## src/rtl/seg7_result_display.sv

```systemverilog
`default_nettype none
// ============================================================================
//  Module      : seg7_result_display
//  Description : Captures a 5-bit sign-magnitude result and a divide-by-zero
//                flag, then time-multiplexes them onto a three-digit
//                common-anode seven-segment display (sign, tens, units) or
//                shows "Err" while the error flag is held.
//  Revision    : 1.0 - initial release
// ============================================================================
module seg7_result_display #(
  parameter int REFRESH_DIV = 50000
) (
  input  logic       clk,
  input  logic       rst_n,
  input  logic       load,
  input  logic [4:0] result,
  input  logic       divbyzero,
  output logic [2:0] an,
  output logic [6:0] seg
);

  // Counter wide enough to hold REFRESH_DIV-1 (REFRESH_DIV >= 2).
  localparam int                 c_CNT_W   = $clog2(REFRESH_DIV);
  localparam logic [c_CNT_W-1:0] c_CNT_MAX = c_CNT_W'(REFRESH_DIV - 1);

  // Active-low segment patterns, ordered {g,f,e,d,c,b,a}.
  localparam logic [6:0] c_SEG_BLANK = 7'b1111111;
  localparam logic [6:0] c_SEG_MINUS = 7'b0111111;
  localparam logic [6:0] c_SEG_E     = 7'b0000110;
  localparam logic [6:0] c_SEG_R     = 7'b0101111;
  localparam logic [6:0] c_SEG_ONE   = 7'b1111001;

  logic [c_CNT_W-1:0] r_cnt;
  logic [1:0]         r_idx;
  logic [4:0]         r_val;
  logic               r_err;
  logic [2:0]         r_an;
  logic [6:0]         r_seg;

  logic [3:0]         w_mag;
  logic [3:0]         w_units;
  logic [6:0]         w_units_seg;
  logic [2:0]         w_an;
  logic [6:0]         w_seg;

  // Capture the result bus on the load strobe; a new load simply overwrites.
  always_ff @(posedge clk or negedge rst_n) begin
    if (!rst_n) begin
      r_val <= '0;
      r_err <= 1'b0;
    end else if (load) begin
      r_val <= result;
      r_err <= divbyzero;
    end
  end

  // Refresh counter and digit index; an out-of-range index recovers to 0.
  always_ff @(posedge clk or negedge rst_n) begin
    if (!rst_n) begin
      r_cnt <= '0;
      r_idx <= 2'd0;
    end else if (r_idx == 2'd3) begin
      r_cnt <= '0;
      r_idx <= 2'd0;
    end else if (r_cnt == c_CNT_MAX) begin
      r_cnt <= '0;
      r_idx <= (r_idx == 2'd2) ? 2'd0 : r_idx + 2'd1;
    end else begin
      r_cnt <= r_cnt + 1'b1;
    end
  end

  assign w_mag   = r_val[3:0];
  assign w_units = (w_mag >= 4'd10) ? (w_mag - 4'd10) : w_mag;

  // Decimal digit to segment pattern for the units position.
  always_comb begin
    w_units_seg = c_SEG_BLANK;
    case (w_units)
      4'd0:    w_units_seg = 7'b1000000;
      4'd1:    w_units_seg = 7'b1111001;
      4'd2:    w_units_seg = 7'b0100100;
      4'd3:    w_units_seg = 7'b0110000;
      4'd4:    w_units_seg = 7'b0011001;
      4'd5:    w_units_seg = 7'b0010010;
      4'd6:    w_units_seg = 7'b0000010;
      4'd7:    w_units_seg = 7'b1111000;
      4'd8:    w_units_seg = 7'b0000000;
      4'd9:    w_units_seg = 7'b0010000;
      default: w_units_seg = c_SEG_BLANK;
    endcase
  end

  // Select the anode and glyph for the digit currently being scanned.
  always_comb begin
    w_an  = 3'b111;
    w_seg = c_SEG_BLANK;
    case (r_idx)
      2'd0: begin
        w_an  = 3'b110;
        w_seg = r_err ? c_SEG_R : w_units_seg;
      end
      2'd1: begin
        w_an  = 3'b101;
        if (r_err)              w_seg = c_SEG_R;
        else if (w_mag >= 4'd10) w_seg = c_SEG_ONE;
        else                    w_seg = c_SEG_BLANK;
      end
      2'd2: begin
        w_an  = 3'b011;
        // Negative zero shows no sign.
        if (r_err)                          w_seg = c_SEG_E;
        else if (r_val[4] && w_mag != 4'd0) w_seg = c_SEG_MINUS;
        else                                w_seg = c_SEG_BLANK;
      end
      default: begin
        w_an  = 3'b111;
        w_seg = c_SEG_BLANK;
      end
    endcase
  end

  // Register anode and segments together so they always switch on the same edge.
  always_ff @(posedge clk or negedge rst_n) begin
    if (!rst_n) begin
      r_an  <= 3'b111;
      r_seg <= c_SEG_BLANK;
    end else begin
      r_an  <= w_an;
      r_seg <= w_seg;
    end
  end

  assign an  = r_an;
  assign seg = r_seg;

endmodule
`default_nettype wire

```

## config.mk

```make
export PLATFORM = sky130hd
export DESIGN_NAME = seg7_result_display
export DESIGN_NICKNAME = d
export VERILOG_FILES = /design/src/rtl/seg7_result_display.sv
export SDC_FILE = /design/constraint.sdc
export NUM_CORES = 1
export LEC_CHECK = 0
export CAP_MARGIN = 20
export CORE_UTILIZATION = 25
export CTS_BUF_LIST = sky130_fd_sc_hd__clkbuf_8
export DETAILED_ROUTE_END_ITERATION = 7
export GPL_ROUTABILITY_DRIVEN = 0
export PLACE_DENSITY = 0.42
export RECOVER_POWER = 25
export SETUP_SLACK_MARGIN = 0.15
export SLEW_MARGIN = 5
export SYNTH_ARGS = -nofsm -noshare
export SYNTH_HDL_FRONTEND = slang
export SYNTH_SLANG_ARGS = --single-unit
```

## constraint.sdc

```tcl
create_clock -name clk -period 1.6 [get_ports clk]
set_input_delay 0.32 -clock clk [delete_from_list [all_inputs] [get_ports clk]]
set_output_delay 0.32 -clock clk [all_outputs]
set_load 0.03 [all_outputs]
```

After elaboration in Yosys (flattened, before gate mapping)
Memories as Yosys holds them, arrays and structs flattened. Cells that the tools add are included.

Register bits: 34. ROM bits: 112. Output and inout port bits: 10. Word-level logic and storage cells: 32. Memories kept: 1.

Add/sub/neg operators: 3. $lt $le $gt $ge: 1. Equal/unequal tests: 4. Mux-type cells: 13. Reductions and logical operators: 4.

Memories: (no name shown) (words 16, bits a word 7, rd ports 1, clocked after Yosys merged registers in 0, write ports 0, line 79) `case (w_units)`.

Operators with widths (number): 16-bit 2-to-1 mux (2); 7-bit 2-to-1 mux (4); 7-bit one-hot mux with 3 select lines (1); 16-bit by 1-bit adder with 16-bit output, second input constant (1); 16-bit equality test, second input constant (1); 3-bit one-hot mux with 3 select lines (1); 2-bit 2-to-1 mux (3); 2-bit equality test, second input constant (2); 4-bit greater-or-equal comparator, second input constant (1); 4-bit 2-to-1 mux (1); 4-bit nonzero test (1); 4-bit subtractor, second input constant (1); 3-bit 2-to-1 mux (1); 2-bit by 1-bit adder with 2-bit output, second input constant (1); 2-bit by 1-bit equality test with 1-bit output, second input constant (1); 2-bit zero test (1); 2-bit nonzero test (1); 1-bit logical AND (1).

Depth between registers and ports, before layout
Gate-level depths: netlist of run 1.

Word-level depth: 5. Depth in mapped cells: 9. Depth with buffers taken out: 8.

Least setup slack after synthesis of run 1
No wires, ideal clock.

Path type: flip-flop to flip-flop. Start: register r_val[1]. End: register r_seg[0] (netlist: seg[0]). Setup time: 0.060 ns. Arrival time: 1.656 ns. Required time: 1.540 ns. Slack: -0.116 ns. Stages on the path, launching flop included: 9. Path buffers: 2. Clock period less this slack: 1.716 ns. Cells stage by stage: dfrtp_1 > buf_4 > inv_1 > ha_1 > clkbuf_1 > xor2_1 > or3b_1 > nand4_1 > a21o_1.

Word-level cells in the longest chain between the ends: 5.

RTL lines: start, declared (line 35) `logic [4:0] r_val;`; start signal, assigned (line 52) `r_val <= result;`; 4-bit subtractor or 4-bit greater-or-equal comparator (tied branches) (line 74) `assign w_units = (w_mag >= 4'd10) ? (w_mag - 4'd10) : w_mag;`; 4-bit 2-to-1 mux (*) (line 74); memory read 16 x 7 bit (*); 7-bit 2-to-1 mux (*) (line 101) `w_seg = r_err ? c_SEG_R : w_units_seg;`; 7-bit one-hot mux with 3 select lines (*) (line 98) `case (r_idx)`; net w_seg[0] (line 44) `logic [6:0] w_seg;`; end signal, assigned (line 127) `r_seg <= c_SEG_BLANK;`; end signal, assigned (line 130) `r_seg <= w_seg;`; end, declared (line 38) `logic [6:0] r_seg;`.

Mark *: on every way through the listed nets, which the timed path passes. The rest lies on a longest branch. A chain may end at the register's enable or synchronous reset.

Worst setup path in the final report of run 1
Same ends and word-level chain as after synthesis.

==> qor.yml, run 1 <==
layout:
  nets: 227
  final_common_cell: "nor2_1"
  syn_to_final_growth_pct: 32.39
  drive_gt1_frac: 0.3645
  final_cell_mix: "nor2_1, dfrtp_1, buf_4"
  diodes: 0
  design_area_mm2: 0.002409
die:
  initial_core_util: 0.2634
  core_area_mm2: 0.006907
  die_area_mm2: 0.007622
  io_pins: 19
  die_w_um: 87.31
  rows: 30
  die_y_um: 87.31
timing:
  tightest_slew_ps: 856.1
  grt_setup_unrepaired: "yes"
  period_share: 0.9144
  final.min_clock_period_ps: 1463
  finalHoldViolations: 0
  setup_viol_count_final: 0
  hold_ws_ps: 546.3
  fin_tns_setup_ps: 0
  fmax_mhz: 683.5
  finClkSkew_ps: 5.090
  slew_violations: 0
  relSlewSlack: 0.4293
synthesis:
  yosys.area.top_type: "dfrtp_1"
  synth-async-reset-ratio: 1.000
  synth.area.top_cells: "dfrtp_1, dfstp_2, xnor2_1"
  syn_inst: 180
  syn_area_per_cell_um2: 10.11
  yosysUniqueCellTypes: 48
  synth_area_mm2: 0.001819
  synth_top_flop_cell: "dfrtp_1"
  yosys_warnings: 0
  synth_nets: 194
  ys_seq_elements: 34
  yosysTopAreaCellShare: 0.3301
  yosysSeqAreaShare: 0.4746
  synth-edff-count: 0
global_routing:
  overflow: 0
  antenna_found_initial: 0
  grt_max_degree: 35
  grt_pass1_vias: 1250
  grt_usage: 0.1143
  grt_pass1_wl_um: 6610
detailed_routing:
  wl_per_cell_um: 12.25
  drtAntennaViolNets: 0
  viasPerCell: 4.310
  via_count: 1336
  finalWirelength_um: 3797
  drc: 0
  first_iter_violations: 55
  drt_pre_antenna_iters: 4
pwr:
  ir_worst_vdd_v: 0.0002528
  cellLeakagePower_uw: 0.0009914
  power.density_mw_per_mm2: 849.3
clock_network:
  cts_buffer_depth: 2
  clkLatencyLatePin_ps: 290
  root_buffer: "clkbuf_8"
  clkSlewWorstSetupHoldPaths_ps: 70
  cts_max_level: 2
  cts_made_buffers: 5
  cts_sinks: 34
  cts_tree: "done"
run_status:
  outcome: "finished, final reports clean"
worst_setup_path:
  cp.arrival_ps: 1700
  cp-start-kind: "flip-flop"
  cp_max_fo: 7
  crit_type: "flip-flop to flip-flop"
  worstPathRequired_ps: 1830
  crit_path_end_kind: "flip-flop"
place:
  dpl_cell_area_mm2: 0.002208
  io_buffers: 18
  post-dp-hpwl_um: 2612
worst_hold_path:
  hold_path.class: "flip-flop to flip-flop"
run:
  max-cap-violations: 0
[per-stage QoR]
stage | util | power [µW] | worst slack [ps] | cells
finish | 0.3487 | 2046 | 137.0 | 310
global route | 0.3487 | 2169 | 24.95 | 310
CTS | 0.3384 | 2059 | 136.1 | 308
detailed placement | 0.3197 | 1355 | 108.6 | 298
global placement | 0.3197 | 1361 | 103.3 | 298
floorplan | - | 1217 | 43.46 | 180
[state kept, by name, summed over array words and instances, names as in the netlist]
name   cells
seg        7
r_idx      2
an         3
r_err      1
r_val      5
r_cnt     16
[report_power, final]
part	leakage, µW	total (µW)	internal, µW	switching (µW)
sequential	0.000410	952	923	29.2
combinational	0.000534	410	184	226
clock	0.0000472	683	346	337
total	0.000991	2050	1450	592
[layout make-up]
| cell class | count | area (µm²) |
|---|---|---|
| clock inverter | 2 | 12.51 |
| multi-input combinational | 128 | 960.9 |
| sequential | 34 | 865.8 |
| timing repair buffer | 36 | 331.6 |
| fill | 720 | 4498 |
| tap | 96 | 120.1 |
| clock buffer | 6 | 82.58 |
| inverter | 8 | 35.03 |
[worst max-delay path: stages, from the launching register on]
cell and delay [ps]:
dfrtp_1 410, inv_4 80, ha_4 220, xor2_1 140, or3b_1 360, nand4_1 80, a21o_1 120
[logic make-up after synthesis]
| family | after synthesis | share of synthesized area |
|---|---|---|
| compound gates | 27 | 0.09216 |
| xor+xnor | 17 | 0.08184 |
| fa+ha+maj | 5 | 0.03439 |
| buf+inv | 18 | 0.04883 |
| flops | 34 | 0.4746 |
| mux | 4 | 0.02407 |
| simple gates | 75 | 0.2442 |
[cells in the mapped netlist, drive strengths merged, types with 2 or more instances]
library cell	instances
nand3	7
mux2	3
and4bb	2
buf	4
dfrtp	24
o21ai	8
xnor2	13
ha	5
clkbuf	6
nand2	13
dfstp	10
a21oi	7
xor2	4
inv	8
and3	3
nor2	24
o22ai	2
nand2b	6
nor3	5
nand4	6
a21boi	2
nor4	4
[final timing paths]
path	slack [ps]	from	to	cells after the start
setup / recovery	140	r_val[1]$_DFFE_PN0P_	seg[0]$_DFF_PN1_	6
hold / removal	550	r_cnt[0]$_DFF_PN0_	r_cnt[0]$_DFF_PN0_	2
max in group asynchronous	360	rst_n	r_cnt[12]$_DFF_PN0_	2
min in group asynchronous	660	rst_n	r_cnt[11]$_DFF_PN0_	2
setup reg to reg	140	r_val[1]$_DFFE_PN0P_	seg[0]$_DFF_PN1_	6
hold reg to reg	550	r_cnt[0]$_DFF_PN0_	r_cnt[0]$_DFF_PN0_	2
[layer usage]
layer / up-vias / part of all wire / GRT usage
li1: 687 / - / -
met1: 618 / 0.54 / 0.1703
met2: 25 / 0.41 / 0.1570
met3: 6 / 0.030 / 0.02370
met4: 0 / 0.021 / 0.04918
met5: - / 0 / 0
[what timing repair did]
| item | in CTS | in global routing |
|---|---|---|
| endpoints found under the setup margin | 12 | 25 |
| pin swaps | 0 | 4 |
| gates resized for setup | 31 | 18 |
| setup buffers | 2 | 2 |
| hold buffers | 0 | 0 |
No activity file was read; power rests on OpenSTA's default activity.
==> inputs of run 2 (changes only) <==
Settings changed: RECOVER_POWER 25 to default, SKIP_LAST_GASP from default to 1.
==> run 2 against run 1 <==
Net effect: power rose by 0.29%; die area did not move; non-clock buffer count did not move; sequential power barely moved; clock power barely moved; combinational power rose by 1%; first-iteration DRC count rose by 33%; global-route usage did not move; clock skew barely moved; wire length fell by 0.11%; sequential cell count did not move; cell count did not move; largest cell class unchanged; highest routed layer unchanged.
==> qor.yml, run 2 (synthesized netlist as in run 1, its figures left out) <==
clock_network:
  cts_max_level: 2
  clkLatencyLatePin_ps: 290
  root_buffer: "clkbuf_8"
  cts_made_buffers: 5
  clkSlewWorstSetupHoldPaths_ps: 80
  cts_tree: "done"
  cts_hold_buf: 0
  cts_buffer_depth: 2
  cts_sinks: 34
pwr:
  power.density_mw_per_mm2: 846.5
  ir_worst_vdd_v: 0.0002528
  cellLeakagePower_uw: 0.0009964
detailed_routing:
  via_count: 1339
  drt_pre_antenna_iters: 6
  finalWirelength_um: 3793
  wl_per_cell_um: 12.24
  first_iter_violations: 73
  drc: 0
  viasPerCell: 4.319
  drtAntennaViolNets: 0
worst_setup_path:
  crit_path_end_kind: "flip-flop"
  path_buf_inv: 1
  cp-start-kind: "flip-flop"
  cp_cell_sequence: "inv_4, ha_4, xor2_1, or3b_1, nand4_1, a21o_1"
  crit_type: "flip-flop to flip-flop"
  worstPathRequired_ps: 1830
  worstSetupEndpoint: "seg[0]$_DFF_PN1_"
  cp_max_fo: 7
  path_depth: 6
  critPathLaunch: "r_val[1]$_DFFE_PN0P_"
  r2r_setup_slack_ps: 140
  slowest_delay_ps: 410
  cp_slowest_cell: "dfrtp_1"
  rr_endpoint: "seg[0]$_DFF_PN1_"
  reg2reg_from: "r_val[1]$_DFFE_PN0P_"
  r2r_cells: 6
  cp.arrival_ps: 1700
  cp_top_family: "simple AND/OR/NAND/NOR gates"
global_routing:
  overflow: 0
  grt_max_degree: 35
  grt_pass1_vias: 1250
  grt_usage: 0.1143
  antenna_found_initial: 0
  grt_pass1_wl_um: 6610
timing:
  relSlewSlack: 0.7664
  period_share: 0.9149
  fin_tns_setup_ps: 0
  final.min_clock_period_ps: 1464
  fmax_mhz: 683.2
  finClkSkew_ps: 5.281
  setup_viol_count_final: 0
  grt_setup_unrepaired: "yes"
  slew_violations: 0
  tightest_slew_ps: 347.8
  finalHoldViolations: 0
die:
  rows: 30
  die_y_um: 87.31
  die_area_mm2: 0.007622
  core_area_mm2: 0.006907
  die_w_um: 87.31
  io_pins: 19
  initial_core_util: 0.2634
layout:
  nFillCells: 718
  syn_to_final_growth_pct: 33.22
  nets: 227
  drive_gt1_frac: 0.3645
  final_common_cell: "nor2_1"
  final_cell_mix: "nor2_1, dfrtp_1, buf_4"
  diodes: 0
  design_area_mm2: 0.002424
  regMostFlops: "r_cnt"
  largest_reg_flops: 16
place:
  dpl_cell_area_mm2: 0.002208
  io_buffers: 18
  post-dp-hpwl_um: 2612
worst_hold_path:
  hold_path.class: "input pin to asynchronous set/reset pin"
run_status:
  outcome: "finished, final reports clean"
run:
  max-cap-violations: 0
==> run 2: worst reg2reg max path: cells and delay by family (launching register included) <==
family                   cells  cell delay (ps)
AO/OA/AOI/OAI                1              120
XOR/XNOR                     1              140
adder cells (fa/ha/maj)      1              220
buffers and inverters        1               80
flip-flops                   1              410
AND/OR/NAND/NOR              2              440
==> run 2: worst min-delay path by stage <==
stage | to | slack (ps) | depth (start not counted) | from
finish | r_cnt[11]$_DFF_PN0_ | 390 | 2 | rst_n
CTS | r_cnt[11]$_DFF_PN0_ | 390 | 2 | rst_n
global route | r_cnt[11]$_DFF_PN0_ | 410 | 2 | rst_n
global placement | r_cnt[15]$_DFF_PN0_ | 530 | 2 | r_cnt[15]$_DFF_PN0_
floorplan | r_cnt[0]$_DFF_PN0_ | 20 | 0 | rst_n
detailed placement | r_cnt[0]$_DFF_PN0_ | 540 | 2 | r_cnt[0]$_DFF_PN0_
==> run 2: cell type report <==
class                           instances  area [µm²]  area share
Clock buffer                            6       82.58     0.03407
Tap cell                               96       120.1     0.04956
Sequential cell                        34       865.8      0.3573
Multi-Input combinational cell        128       960.9      0.3965
Clock inverter                          2       12.51    0.005163
Timing Repair Buffer                   36       346.6      0.1430
Inverter                                8       35.03     0.01446
==> run 2: timing repair <==
item | CTS | global route
endpoints found under the setup margin | 12 | 25
gates resized for setup | 31 | 18
pin swaps | 0 | 4
buffers inserted | 2 | 2
==> run 2: per-layer routing <==
metal	wire, µm	GRT usage	up-vias
met1	2039	0.1703	625
li1	-	-	687
met4	80	0.04918	0
met5	0	0	-
met3	103	0.02370	6
met2	1570	0.1570	21
==> run 2: report_power, final <==
group          switching, µW  internal, µW
registers               29.3           923
logic                    226           189
clock network            337           346
total                    593          1460
==> run 2: metrics by stage <==
step	std cells	power [µW]	util	hold WS, ps	setup WS, ps
finish	310	2051	0.3509	390.3	136.2
global route	310	2174	0.3509	413.6	24.95
CTS	308	2059	0.3384	394.8	136.1
detailed placement	298	1355	0.3197	536.3	108.6
global placement	298	1361	0.3197	529.2	103.3
floorplan	180	1217	-	24.41	43.46
==> inputs of run 3 (changes only) <==
Settings changed: ABC_CLOCK_PERIOD_IN_PS from default to 1600, CAP_MARGIN 20 to default.
==> results of run 3 <==
Same layout as run 2: the final DEF is identical, and so are final timing and power.
==> RTL edit, RTL diff (flow settings as in run 3) <==
The output `seg` loses its register stage (`r_seg` becomes a continuous assignment).
--- a/src/rtl/seg7_result_display.sv
+++ b/src/rtl/seg7_result_display.sv
@@ -125,10 +125,10 @@
     if (!rst_n) begin
       r_an  <= 3'b111;
-      r_seg <= c_SEG_BLANK;
     end else begin
       r_an  <= w_an;
-      r_seg <= w_seg;
     end
   end
+
+  assign r_seg = w_seg;
 
   assign an  = r_an;
Function: changed (a bounded check fails within 4 cycles, from zero or initial values and one cycle with rst_n low).
==> RTL edit against run 3 <==
The run now ends with setup timing left. Power shrank 20%. Via count grew 2.6%. Register-to-register slack gained 0.05 ns. Sequential power shrank 25%. Combinational power grew 27%. Utilization grew 2.0 points. Clock power shrank 42%. Design area shrank 2.7%. Synthesized area shrank 10%. Worst setup slack lost 0.74 ns. Sequential cell count shrank 7. Routed wire length shrank 0.53%. Largest power group unchanged. Highest routed layer unchanged.
==> RTL edit: results <==
metrics = {
    "clock_tree": {
        "cts_resized": 26,
        "clk_pin_slew_ns": 0.10,
        "htree_levels": 1,
        "numCtsBuffers": 3,
    },
    "critical_path": {
        "reg2reg_from": "r_cnt[1]",
        "slowest_delay_ns": 0.43,
        "endpoint": "seg[6]",
        "reg2reg_slack_ns": 0.19,
        "critical_path.top_delay_family": "compound AO/OA/AOI/OAI gates",
    },
    "die": {
        "rows": 29,
    },
    "global_route": {
        "use_met2": 0.180,
        "grtUsageTotal": 0.114,
        "grt_max_degree": 28,
        "gr-usage-met1": 0.162,
        "grt_pass1_vias": 1351,
    },
    "yosys": {
        "synthTopCellsByCount": "dfrtp_1, nor2_1, xnor2_1, nand2_1, inv_1",
        "synth.area.top_cells": "dfrtp_1, xnor2_1, nor2_1",
        "synth_compound_area_frac": 0.103,
        "synth_fp_nets": 187,
    },
    "cells_and_area": {
        "n_fill_cell": 630,
        "layout-drive-gt1-share": 0.423,
    },
    "routing": {
        "drt_iter0_drc": 59,
        "met1_length_microns": 1880,
        "viasPerCell": 4.71,
        "wl_met3_microns": 66,
        "wl_met2_microns": 1790,
    },
    "run_status": {
        "status": "finished with violations",
        "violations": "setup timing",
    },
    "timing": {
        "worst_slack_ns": -0.606,
        "clock_skew_ns": 0.00230,
        "final-setup-viol-count": 7,
    },
    "power_and_ir_drop": {
        "p_switching_mw": 0.510,
    },
}
==> RTL edit: per-stage QoR <==
stage	cells	hold slack [ns]	TNS [ns]	instance area, sq um	total power, mW
2_1_floorplan	173	0.0244	-1.63	1750	1.03
3_3_place_gp	283	0.485	-1.68	2110	1.19
3_5_place_dp	283	0.490	-1.65	2110	1.19
4_1_cts	288	0.428	-3.82	2240	1.63
5_1_grt	292	0.434	-4.25	2360	1.74
6_report	292	0.405	-3.63	2360	1.64
==> RTL edit: layout make-up <==
type                       count  area (sq um)  share of cell area
clock buffer                   3          41.3              0.0175
clock inverter                 1          3.75             0.00159
inverter                       8          35.0              0.0149
multi-input combinational    128          1080               0.458
sequential                    27           683               0.290
tap                           77          96.3              0.0409
timing repair buffer          48           418               0.177
==> RTL edit: worst reg2reg max path, stage by stage, from the launching register on <==
cell and delay [ns]:
dfrtp_1 0.43, ha_4 0.19, and3_4 0.21, nand4_2 0.12, buf_4 0.19, xor2_1 0.13
nor2_1 0.05
